--- config.mk ---
export PLATFORM = sky130hd
export DESIGN_NAME = imem_port_arbiter_flat
export DESIGN_NICKNAME = d
export VERILOG_FILES = /design/src/rtl/imem_port_arbiter_if.sv /design/src/rtl/imem_port_arbiter.sv /design/src/flat_wrapper.sv
export SDC_FILE = /design/constraint.sdc
export NUM_CORES = 1
export LEC_CHECK = 0
export ABC_AREA = 1
export ABC_CLOCK_PERIOD_IN_PS = 1400
export BUFFER_PORTS_ARGS = -buffer_cell sky130_fd_sc_hd__buf_2
export CORE_AREA = 2 2 91 93
export CTS_BUF_LIST = sky130_fd_sc_hd__clkbuf_4 sky130_fd_sc_hd__clkbuf_8
export DETAILED_ROUTE_END_ITERATION = 12
export DIE_AREA = 0 0 93 95
export GPL_TIMING_DRIVEN = 0
export PLACE_DENSITY = 0.7
export SETUP_SLACK_MARGIN = 0.02
export SLEW_MARGIN = 15
export SYNTH_ARGS = -nofsm -noshare
export SYNTH_HDL_FRONTEND = slang
export SYNTH_SLANG_ARGS = --single-unit
--- constraint.sdc ---
create_clock -name clk_i -period 1.4 [get_ports clk_i]
set_input_delay 0.21 -clock clk_i [delete_from_list [all_inputs] [get_ports clk_i]]
set_output_delay 0.21 -clock clk_i [all_outputs]
set_load 0.01 [all_outputs]
--- src/rtl/imem_port_arbiter_if.sv ---
// Signal bundle for the shared instruction-memory port: IF fetch path, loader write stream, memory side.
interface imem_port_arbiter_if #(
  parameter int ADDR_W = 12
);
  logic [31:0]       fetch_addr_i;
  logic [31:0]       fetch_instr_o;
  logic              fetch_stall_o;
  logic              ldr_valid_i;
  logic              ldr_ready_o;
  logic [31:0]       ldr_addr_i;
  logic [31:0]       ldr_data_i;
  logic [3:0]        ldr_be_i;
  logic              ldr_done_i;
  logic              core_hold_o;
  logic [15:0]       ldr_wr_cnt_o;
  logic [ADDR_W-1:0] mem_addr_o;
  logic              mem_we_o;
  logic [3:0]        mem_be_o;
  logic [31:0]       mem_wdata_o;
  logic [31:0]       mem_rdata_i;

  // Arbiter side: owns the memory port and answers both requesters.
  modport master (
    input  fetch_addr_i, ldr_valid_i, ldr_addr_i, ldr_data_i, ldr_be_i, ldr_done_i, mem_rdata_i,
    output fetch_instr_o, fetch_stall_o, ldr_ready_o, core_hold_o, ldr_wr_cnt_o,
           mem_addr_o, mem_we_o, mem_be_o, mem_wdata_o
  );

  modport slave (
    output fetch_addr_i, ldr_valid_i, ldr_addr_i, ldr_data_i, ldr_be_i, ldr_done_i, mem_rdata_i,
    input  fetch_instr_o, fetch_stall_o, ldr_ready_o, core_hold_o, ldr_wr_cnt_o,
           mem_addr_o, mem_we_o, mem_be_o, mem_wdata_o
  );
endinterface

--- src/rtl/imem_port_arbiter.sv ---
// IMEM port arbiter: combinational grant (0 cycles), loader waits 1 cycle from RUN, bursts capped at MAX_BURST.
// Backpressure: loader via ldr_ready_o, fetch via fetch_stall_o + NOP. IMEM_ARB_BOOT_EN adds the BOOT hold state.
module imem_port_arbiter #(
  parameter int          ADDR_W    = 12,
  parameter int          MAX_BURST = 8,
  parameter logic [31:0] NOP_INSTR = 32'h0000_0013
) (
  input  logic                clk_i,
  input  logic                rst_i,
  imem_port_arbiter_if.master bus
);

  typedef struct packed {
    logic [ADDR_W-1:0] addr;
    logic              we;
    logic [3:0]        be;
    logic [31:0]       wdata;
  } mem_req_t;

  typedef enum logic [1:0] {
    ST_RUN   = 2'd0,
    ST_LOAD  = 2'd1,
    ST_FSLOT = 2'd2
`ifdef IMEM_ARB_BOOT_EN
    , ST_BOOT = 2'd3
`endif
  } state_e;

`ifdef IMEM_ARB_BOOT_EN
  localparam state_e RST_STATE = ST_BOOT;
`else
  localparam state_e RST_STATE = ST_RUN;
`endif

  localparam logic [7:0] BURST_LAST = 8'(MAX_BURST - 1);

  state_e      state_q, state_d;
  logic [7:0]  burst_q, burst_d;
  logic [15:0] cnt_q, cnt_d;
  logic        ldr_gnt;
  logic        core_hold;
  logic        ldr_hs;
  mem_req_t    req;

  always_ff @(posedge clk_i or posedge rst_i) begin
    if (rst_i) begin
      state_q <= RST_STATE;
      burst_q <= '0;
      cnt_q   <= '0;
    end else begin
      state_q <= state_d;
      burst_q <= burst_d;
      cnt_q   <= cnt_d;
    end
  end

  always_comb begin
    state_d   = state_q;
    burst_d   = burst_q;
    ldr_gnt   = 1'b0;
    core_hold = 1'b0;
    case (state_q)
`ifdef IMEM_ARB_BOOT_EN
      ST_BOOT: begin
        ldr_gnt   = 1'b1;
        core_hold = 1'b1;
        burst_d   = '0;
        if (bus.ldr_done_i) state_d = ST_RUN;
      end
`endif
      // Fetch is served while a fresh loader request waits one cycle.
      ST_RUN: begin
        burst_d = '0;
        if (bus.ldr_valid_i) state_d = ST_LOAD;
      end
      ST_LOAD: begin
        if (bus.ldr_valid_i) begin
          ldr_gnt = 1'b1;
          if (burst_q == BURST_LAST) begin
            state_d = ST_FSLOT;
            burst_d = '0;
          end else begin
            burst_d = burst_q + 8'd1;
          end
        end else begin
          state_d = ST_RUN;
          burst_d = '0;
        end
      end
      ST_FSLOT: begin
        burst_d = '0;
        state_d = bus.ldr_valid_i ? ST_LOAD : ST_RUN;
      end
      default: begin
        state_d = RST_STATE;
        burst_d = '0;
      end
    endcase
  end

  // Async reset must kill an in-flight write in the same cycle, so the strobe is gated by rst_i.
  assign ldr_hs = ldr_gnt & bus.ldr_valid_i & ~rst_i;

  always_comb begin
    cnt_d = cnt_q;
    if (ldr_hs && (cnt_q != 16'hFFFF)) cnt_d = cnt_q + 16'd1;
  end

  always_comb begin
    req.addr  = bus.fetch_addr_i[ADDR_W+1:2];
    req.we    = 1'b0;
    req.be    = 4'b0000;
    req.wdata = bus.ldr_data_i;
    if (ldr_gnt) begin
      req.addr = bus.ldr_addr_i[ADDR_W+1:2];
      req.we   = ldr_hs;
      req.be   = bus.ldr_be_i;
    end
  end

  assign bus.mem_addr_o    = req.addr;
  assign bus.mem_we_o      = req.we;
  assign bus.mem_be_o      = req.be;
  assign bus.mem_wdata_o   = req.wdata;
  assign bus.ldr_ready_o   = ldr_gnt & ~rst_i;
  assign bus.fetch_stall_o = ldr_gnt;
  assign bus.fetch_instr_o = ldr_gnt ? NOP_INSTR : bus.mem_rdata_i;
  assign bus.core_hold_o   = core_hold;
  assign bus.ldr_wr_cnt_o  = cnt_q;

  logic unused_bits;
`ifdef IMEM_ARB_BOOT_EN
  assign unused_bits = ^{bus.fetch_addr_i[31:ADDR_W+2], bus.fetch_addr_i[1:0],
                         bus.ldr_addr_i[31:ADDR_W+2], bus.ldr_addr_i[1:0]};
`else
  assign unused_bits = ^{bus.fetch_addr_i[31:ADDR_W+2], bus.fetch_addr_i[1:0],
                         bus.ldr_addr_i[31:ADDR_W+2], bus.ldr_addr_i[1:0], bus.ldr_done_i};
`endif

  a_we_has_rdy: assert property (@(posedge clk_i) disable iff (rst_i)
    bus.mem_we_o |-> bus.ldr_ready_o);
  a_stall_is_ldr: assert property (@(posedge clk_i) disable iff (rst_i)
    bus.fetch_stall_o == bus.ldr_ready_o);
  a_burst_bound: assert property (@(posedge clk_i) disable iff (rst_i)
    int'(burst_q) < MAX_BURST);
  a_cnt_mono: assert property (@(posedge clk_i) disable iff (rst_i)
    cnt_q >= $past(cnt_q));

endmodule

--- src/flat_wrapper.sv ---
// flat-port wrapper written by rule: the top's interface ports become plain ports
module imem_port_arbiter_flat 
#(
  parameter int          ADDR_W    = 12,
  parameter int          MAX_BURST = 8,
  parameter logic [31:0] NOP_INSTR = 32'h0000_0013
)
  (clk_i, rst_i, bus_fetch_addr_i, bus_ldr_valid_i, bus_ldr_addr_i, bus_ldr_data_i, bus_ldr_be_i, bus_ldr_done_i, bus_mem_rdata_i, bus_fetch_instr_o, bus_fetch_stall_o, bus_ldr_ready_o, bus_core_hold_o, bus_ldr_wr_cnt_o, bus_mem_addr_o, bus_mem_we_o, bus_mem_be_o, bus_mem_wdata_o);
  imem_port_arbiter_if #(.ADDR_W(ADDR_W)) bus_i ();
  input  logic clk_i;
  input  logic rst_i;
  input wire logic [$bits(bus_i.fetch_addr_i)-1:0] bus_fetch_addr_i;
  input wire logic [$bits(bus_i.ldr_valid_i)-1:0] bus_ldr_valid_i;
  input wire logic [$bits(bus_i.ldr_addr_i)-1:0] bus_ldr_addr_i;
  input wire logic [$bits(bus_i.ldr_data_i)-1:0] bus_ldr_data_i;
  input wire logic [$bits(bus_i.ldr_be_i)-1:0] bus_ldr_be_i;
  input wire logic [$bits(bus_i.ldr_done_i)-1:0] bus_ldr_done_i;
  input wire logic [$bits(bus_i.mem_rdata_i)-1:0] bus_mem_rdata_i;
  output wire logic [$bits(bus_i.fetch_instr_o)-1:0] bus_fetch_instr_o;
  output wire logic [$bits(bus_i.fetch_stall_o)-1:0] bus_fetch_stall_o;
  output wire logic [$bits(bus_i.ldr_ready_o)-1:0] bus_ldr_ready_o;
  output wire logic [$bits(bus_i.core_hold_o)-1:0] bus_core_hold_o;
  output wire logic [$bits(bus_i.ldr_wr_cnt_o)-1:0] bus_ldr_wr_cnt_o;
  output wire logic [$bits(bus_i.mem_addr_o)-1:0] bus_mem_addr_o;
  output wire logic [$bits(bus_i.mem_we_o)-1:0] bus_mem_we_o;
  output wire logic [$bits(bus_i.mem_be_o)-1:0] bus_mem_be_o;
  output wire logic [$bits(bus_i.mem_wdata_o)-1:0] bus_mem_wdata_o;
  assign bus_i.fetch_addr_i = bus_fetch_addr_i;
  assign bus_i.ldr_valid_i = bus_ldr_valid_i;
  assign bus_i.ldr_addr_i = bus_ldr_addr_i;
  assign bus_i.ldr_data_i = bus_ldr_data_i;
  assign bus_i.ldr_be_i = bus_ldr_be_i;
  assign bus_i.ldr_done_i = bus_ldr_done_i;
  assign bus_i.mem_rdata_i = bus_mem_rdata_i;
  assign bus_fetch_instr_o = bus_i.fetch_instr_o;
  assign bus_fetch_stall_o = bus_i.fetch_stall_o;
  assign bus_ldr_ready_o = bus_i.ldr_ready_o;
  assign bus_core_hold_o = bus_i.core_hold_o;
  assign bus_ldr_wr_cnt_o = bus_i.ldr_wr_cnt_o;
  assign bus_mem_addr_o = bus_i.mem_addr_o;
  assign bus_mem_we_o = bus_i.mem_we_o;
  assign bus_mem_be_o = bus_i.mem_be_o;
  assign bus_mem_wdata_o = bus_i.mem_wdata_o;
  imem_port_arbiter #(.ADDR_W(ADDR_W), .MAX_BURST(MAX_BURST), .NOP_INSTR(NOP_INSTR)) u_core (.clk_i(clk_i), .rst_i(rst_i), .bus(bus_i));
endmodule
# [After elaboration in Yosys (flattened, before gate mapping)]
# Index checks and enable logic that the tools add are counted.
[totals] regBits=26 latch_bits=0 ramBits=0 mem_bits_ro=0 inputBits=136 output_inout_bits=100 word_cells=30 n_memories=0
[op_classes] add_sub_neg=2 n_mul=0 div=0 magnitude_cmp=0 n_eq_ne=6 shifts=0 mux=12 bitwise=4 n_reduce_logical=3
[op_table] op="32-bit 2-to-1 mux" n=1
[op_table] op="8-bit 2-to-1 mux" n=3
[op_table] op="17-bit 2-to-1 mux" n=1
[op_table] op="16-bit by 1-bit adder with 16-bit output, second input constant" n=1
[op_table] op="16-bit != test, second input constant" n=1
[op_table] op="8-bit by 1-bit adder with 8-bit output, second input constant" n=1
[op_table] op="8-bit by 3-bit == test with 1-bit output, second input constant" n=1
[op_table] op="2-bit 2-to-1 mux" n=3
[op_table] op="2-bit case mux with 3 select lines" n=1
[op_table] op="1-bit AND" n=3
[op_table] op="1-bit 2-to-1 mux" n=3
[op_table] op="3-bit by 2-bit != test with 1-bit output, second input constant" n=1
[op_table] op="2-bit by 1-bit == test with 1-bit output, second input constant" n=1
[op_table] op="2-bit == test, second input constant" n=1
[op_table] op="2-bit zero test" n=1
[op_table] op="2-bit != test, second input constant" n=1
[op_table] op="2-bit AND reduction" n=1
[op_table] op="1-bit logical AND" n=1
[op_table] op="1-bit inverter" n=1

# [Depth between registers and ports, before layout]
[logic_depth] word_depth=5 mapped_depth=9 ltp_nobuf=9

# [Worst setup path after synthesis]
# No wires, ideal clock.
[synth_path] kind="input -> register" startpoint="in rst_i" endpoint="reg u_core.cnt_q[8], in the netlist u_core.bus.ldr_wr_cnt_o[8]" setup_ns=0.126 arrival_time_ns=1.321 t_required_ns=1.274 setup_slack_ns=-0.048 path_stages=5 n_path_buf=0 path_cell_list="inv_1 -> nand2_2 -> nor2_1 -> nand2_1 -> xnor2_1"
[synth_between] elab_chain_len=3
[synth_rtl] element="start: declaration" line_no="flat_wrapper.sv:11" source="input logic rst_i;"
[synth_rtl] element="1-bit inverter" line_no="imem_port_arbiter.sv:102" source="assign ldr_hs = ldr_gnt & bus.ldr_valid_i & ~rst_i;"
[synth_rtl] element="1-bit AND" line_no="imem_port_arbiter.sv:102"
[synth_rtl] element="1-bit logical AND" line_no="imem_port_arbiter.sv:106" source="if (ldr_hs && (cnt_q != 16'hFFFF)) cnt_d = cnt_q + 16'd1;"
[synth_rtl] element="end signal: assignment" line_no="imem_port_arbiter.sv:53" source="cnt_q <= cnt_d;"
[synth_rtl] element="end: declaration" line_no="imem_port_arbiter.sv:39" source="logic [15:0] cnt_q, cnt_d;"
# Every way passes these cells.
# A chain may end at the register's enable or synchronous reset.

# [Worst setup path after layout]
[layout_path] startpoint="reg u_core.state_q[1]" endpoint="out bus_fetch_instr_o[29]"
[layout_between] elab_chain_len=3
[layout_rtl] element="start: declaration" line_no="imem_port_arbiter.sv:37" source="state_e state_q, state_d;"
[layout_rtl] element="start signal: assignment" line_no="imem_port_arbiter.sv:51" source="state_q <= state_d;"
[layout_rtl] element="2-bit by 1-bit == test with 1-bit output" line_no="imem_port_arbiter.sv:62" source="case (state_q)"
[layout_rtl] element="1-bit 2-to-1 mux" line_no="imem_port_arbiter.sv:62"
[layout_rtl] element="32-bit 2-to-1 mux" line_no="imem_port_arbiter.sv:127" source="assign bus.fetch_instr_o = ldr_gnt ? NOP_INSTR : bus.mem_rdata_i;"
[layout_rtl] element="end: declaration" line_no="flat_wrapper.sv:19" source="output wire logic [$bits(bus_i.fetch_instr_o)-1:0] bus_fetch_instr_o;"
# Every way passes these cells.

==> impl_metrics.toml <==
[floorplan]
die_w_um = 93
start_util_pct = 28.0
num_rows = 33
pin_count = 236
dieHeight_um = 95
fp.dieArea_um2 = 8840
core_area_um2 = 7930

[yosys]
synth_common_cells = "nand2_1 (108), nor2_1 (61), inv_1 (59), buf_4 (33), dfrtp_1 (26)"
ys_ff_latch = 26
synthArstFlopShare_pct = 100
synth_top_area_share_pct = 29.3
syn_inst = 356
avgSynthCellArea_um2 = 6.23
syn-cell-area_um2 = 2220
synth.most_common_cell = "nand2_1"
synth_top_cell_by_area = "dfrtp_1"
ys_warn_count = 0
synth_area_leaders = "dfrtp_1 (29%), nand2_1 (18%), buf_4 (11%)"
synthesis.nets = 495
synth_seq_area_share_pct = 29.3
yosysUniqueCellTypes = 29
synth_edf_count = 0
synthFlopType = "dfrtp_1"

[sta]
worstMarginPinSlew_ns = 0.690
finalClockSkew_ns = 0.0111
setup_violations = 64
fmax_mhz = 605
fin_crit_ns = 1.65
final.period_utilization_pct = 118
relSlewSlack_pct = 53.7
maxSlewViolCount = 0
fin_setup_tns_ns = -12.19
setup_ws_ns = -0.254
hold_violations = 0
rsz0062_at_grt = "yes"

[cts]
clk_latency_ns = 0.28
cts_inserted_buffers = 3
htree_levels = 1
clock-root-buffer = "clkbuf_8"
clock-sinks = 26
clock_path_buffers = 2
cts_tree = "built"
clkTransAtPathRegs_ns = 0.10

[layout]
instances_no_fill = 648
layout.nets = 683
syn_to_final_growth_pct = 67.5
drive_above_1_share_pct = 54.0
n_antenna_cell = 0

[critical_path]
r2r_start = "u_core.state_q[1]$_DFFE_PP0P_"
worstSetupStartpointType = "flop"
crit_start = "u_core.state_q[1]$_DFFE_PP0P_"
r2r_slack_ns = -0.08
cp.required_ns = 1.19
reg2reg_to = "u_core.bus.ldr_wr_cnt_o[0]$_DFFE_PP0P_"
cp-end-kind = "output pin"
endpoint = "bus_fetch_instr_o[29]"
reg2reg_depth = 8
critPathKind = "flop to output pin"
cp_max_fo = 8
crit_arrival_ns = 1.44

[global_routing]
overflow = 0
track_usage_pct = 13.3
grt_pass1_vias = 2256
grt_pass1_wl_mm = 9.54
antenna_found_initial = 0
grt_max_degree = 16

[drt]
first_iter_violations = 79
ant_nets = 0
vias = 2752
drc = 0
drt_wl_total_mm = 6.98
routedWlPerCell_um = 10.8
drtPass1Iterations = 4
viasPerCell = 4.25

[power_and_ir_drop]
power.density_nw_per_um2 = 763
combPwrFrac_pct = 44.3
ir_drop_mv = 0.439
p_int_w = 0.00184
netSwitchingFraction_pct = 35.0
p_leak_nw = 2.16
pwr-share-seq_pct = 33.2
p_sw_w = 0.000991
p_clk_share_pct = 22.5

[placement]
placed_cells = 622
io_buffer_count = 161
place.gp.congestion = 0.891
dpl.hpwl_mm = 5.10
place_ws_ns = -0.343

[flow_run]
cap_violations = 0

[run_status]
status = "complete, but fails checks"
violations = "setup timing"

[worst_hold_path]
hp-class = "primary input to asynchronous set/reset pin"
## power by group through the flow
stage | combinational (W) | sequential [W] | clock (W)
detailed placement | 0.000996 | 0.000963 | 0
CTS | 0.00115 | 0.000925 | 0.000654
floorplan | 0.000565 | 0.000975 | 0
global placement | 0.000977 | 0.000955 | 0
global route | 0.00138 | 0.000955 | 0.000677
finish | 0.00126 | 0.000941 | 0.000637
## cells in the final DEF (no fill, tap or decap), types with 5 or more instances in the layout
cell type,n
nor2_1,42
nor2_4,10
dfrtp_1,21
nor2_2,15
dfrtp_2,5
nand2_1,93
nand3_1,12
inv_1,58
buf_6,18
buf_2,157
buf_4,43
nand2_2,16
## cell type report
class	instances	area, µm²
fill	758	4210
multi-input combinational	230	1250
inverter	60	231
timing repair inverter	1	5.00
clock buffer	3	41.3
buffer	40	334
sequential	26	657
tap	105	131
timing repair buffer	182	1040
clock inverter	1	30.0
## worst min path at each step
| stage | slack, ns | to |
|---|---|---|
| after floorplan | 0.11 | u_core.burst_q[0]$_DFF_PP0_ |
| after global placement | 0.36 | u_core.bus.ldr_wr_cnt_o[14]$_DFFE_PP0P_ |
| after detailed placement | 0.37 | u_core.state_q[0]$_DFFE_PP0P_ |
| after CTS | 0.07 | u_core.bus.ldr_wr_cnt_o[11]$_DFFE_PP0P_ |
| after global routing | 0.1 | u_core.bus.ldr_wr_cnt_o[11]$_DFFE_PP0P_ |
| final | 0.07 | u_core.bus.ldr_wr_cnt_o[11]$_DFFE_PP0P_ |
## critical path: stages, from the launching register on
cell,delay [ns]
dfrtp_2,0.44
nor2_4,0.25
buf_8,0.19
buf_6,0.13
nor2_1,0.04
buf_2,0.13
## per-layer routing
metal  routed length (µm)  GRT usage [%]  up-vias  share of wire (%)
met1                 2690           16.5     1230                 39
met2                 3730           23.7      123                 53
met4                   93           4.90        0                1.3
met3                  468           1.68        8                6.7
met5                    0              0        -                  0
li1                     -              -     1391                  -
## kinds of logic (layout without fill, tap and decap cells)
kind of cell	after synthesis	count (layout)	share of synthesized area, %
simple gates	210	210	40.4
buf+inv	100	287	23.2
flops	26	26	29.3
compound gates	10	10	2.87
xor+xnor	6	6	2.37
fa+ha+maj	3	3	1.69
other cells	1	1	0.169
## through the flow
step	total power (W)	hold slack, ns	utilization (%)	cell area, µm²
after floorplan	0.00154	0.109	-	2240
final	0.00283	0.0701	46.9	3720
after global routing	0.00301	0.0957	46.9	3720
after global placement	0.00193	0.362	40.0	3170
after CTS	0.00273	0.0693	43.8	3470
after detailed placement	0.00196	0.366	40.0	3170
## sequential cells by signal, summed over array words and instances (netlist names)
signal	flops
u_core.state_q	2
u_core.bus.ldr_wr_cnt_o	16
u_core.burst_q	8
## what timing repair did
item	in CTS	in global routing
endpoints found under the setup margin	62	73
setup buffers	11	5
hold buffers	1	0
endpoints found under the hold margin	13	0
resized for setup	33	56
pin swaps	9	10
cloned	4	2
(Power assumes the default switching activity.)
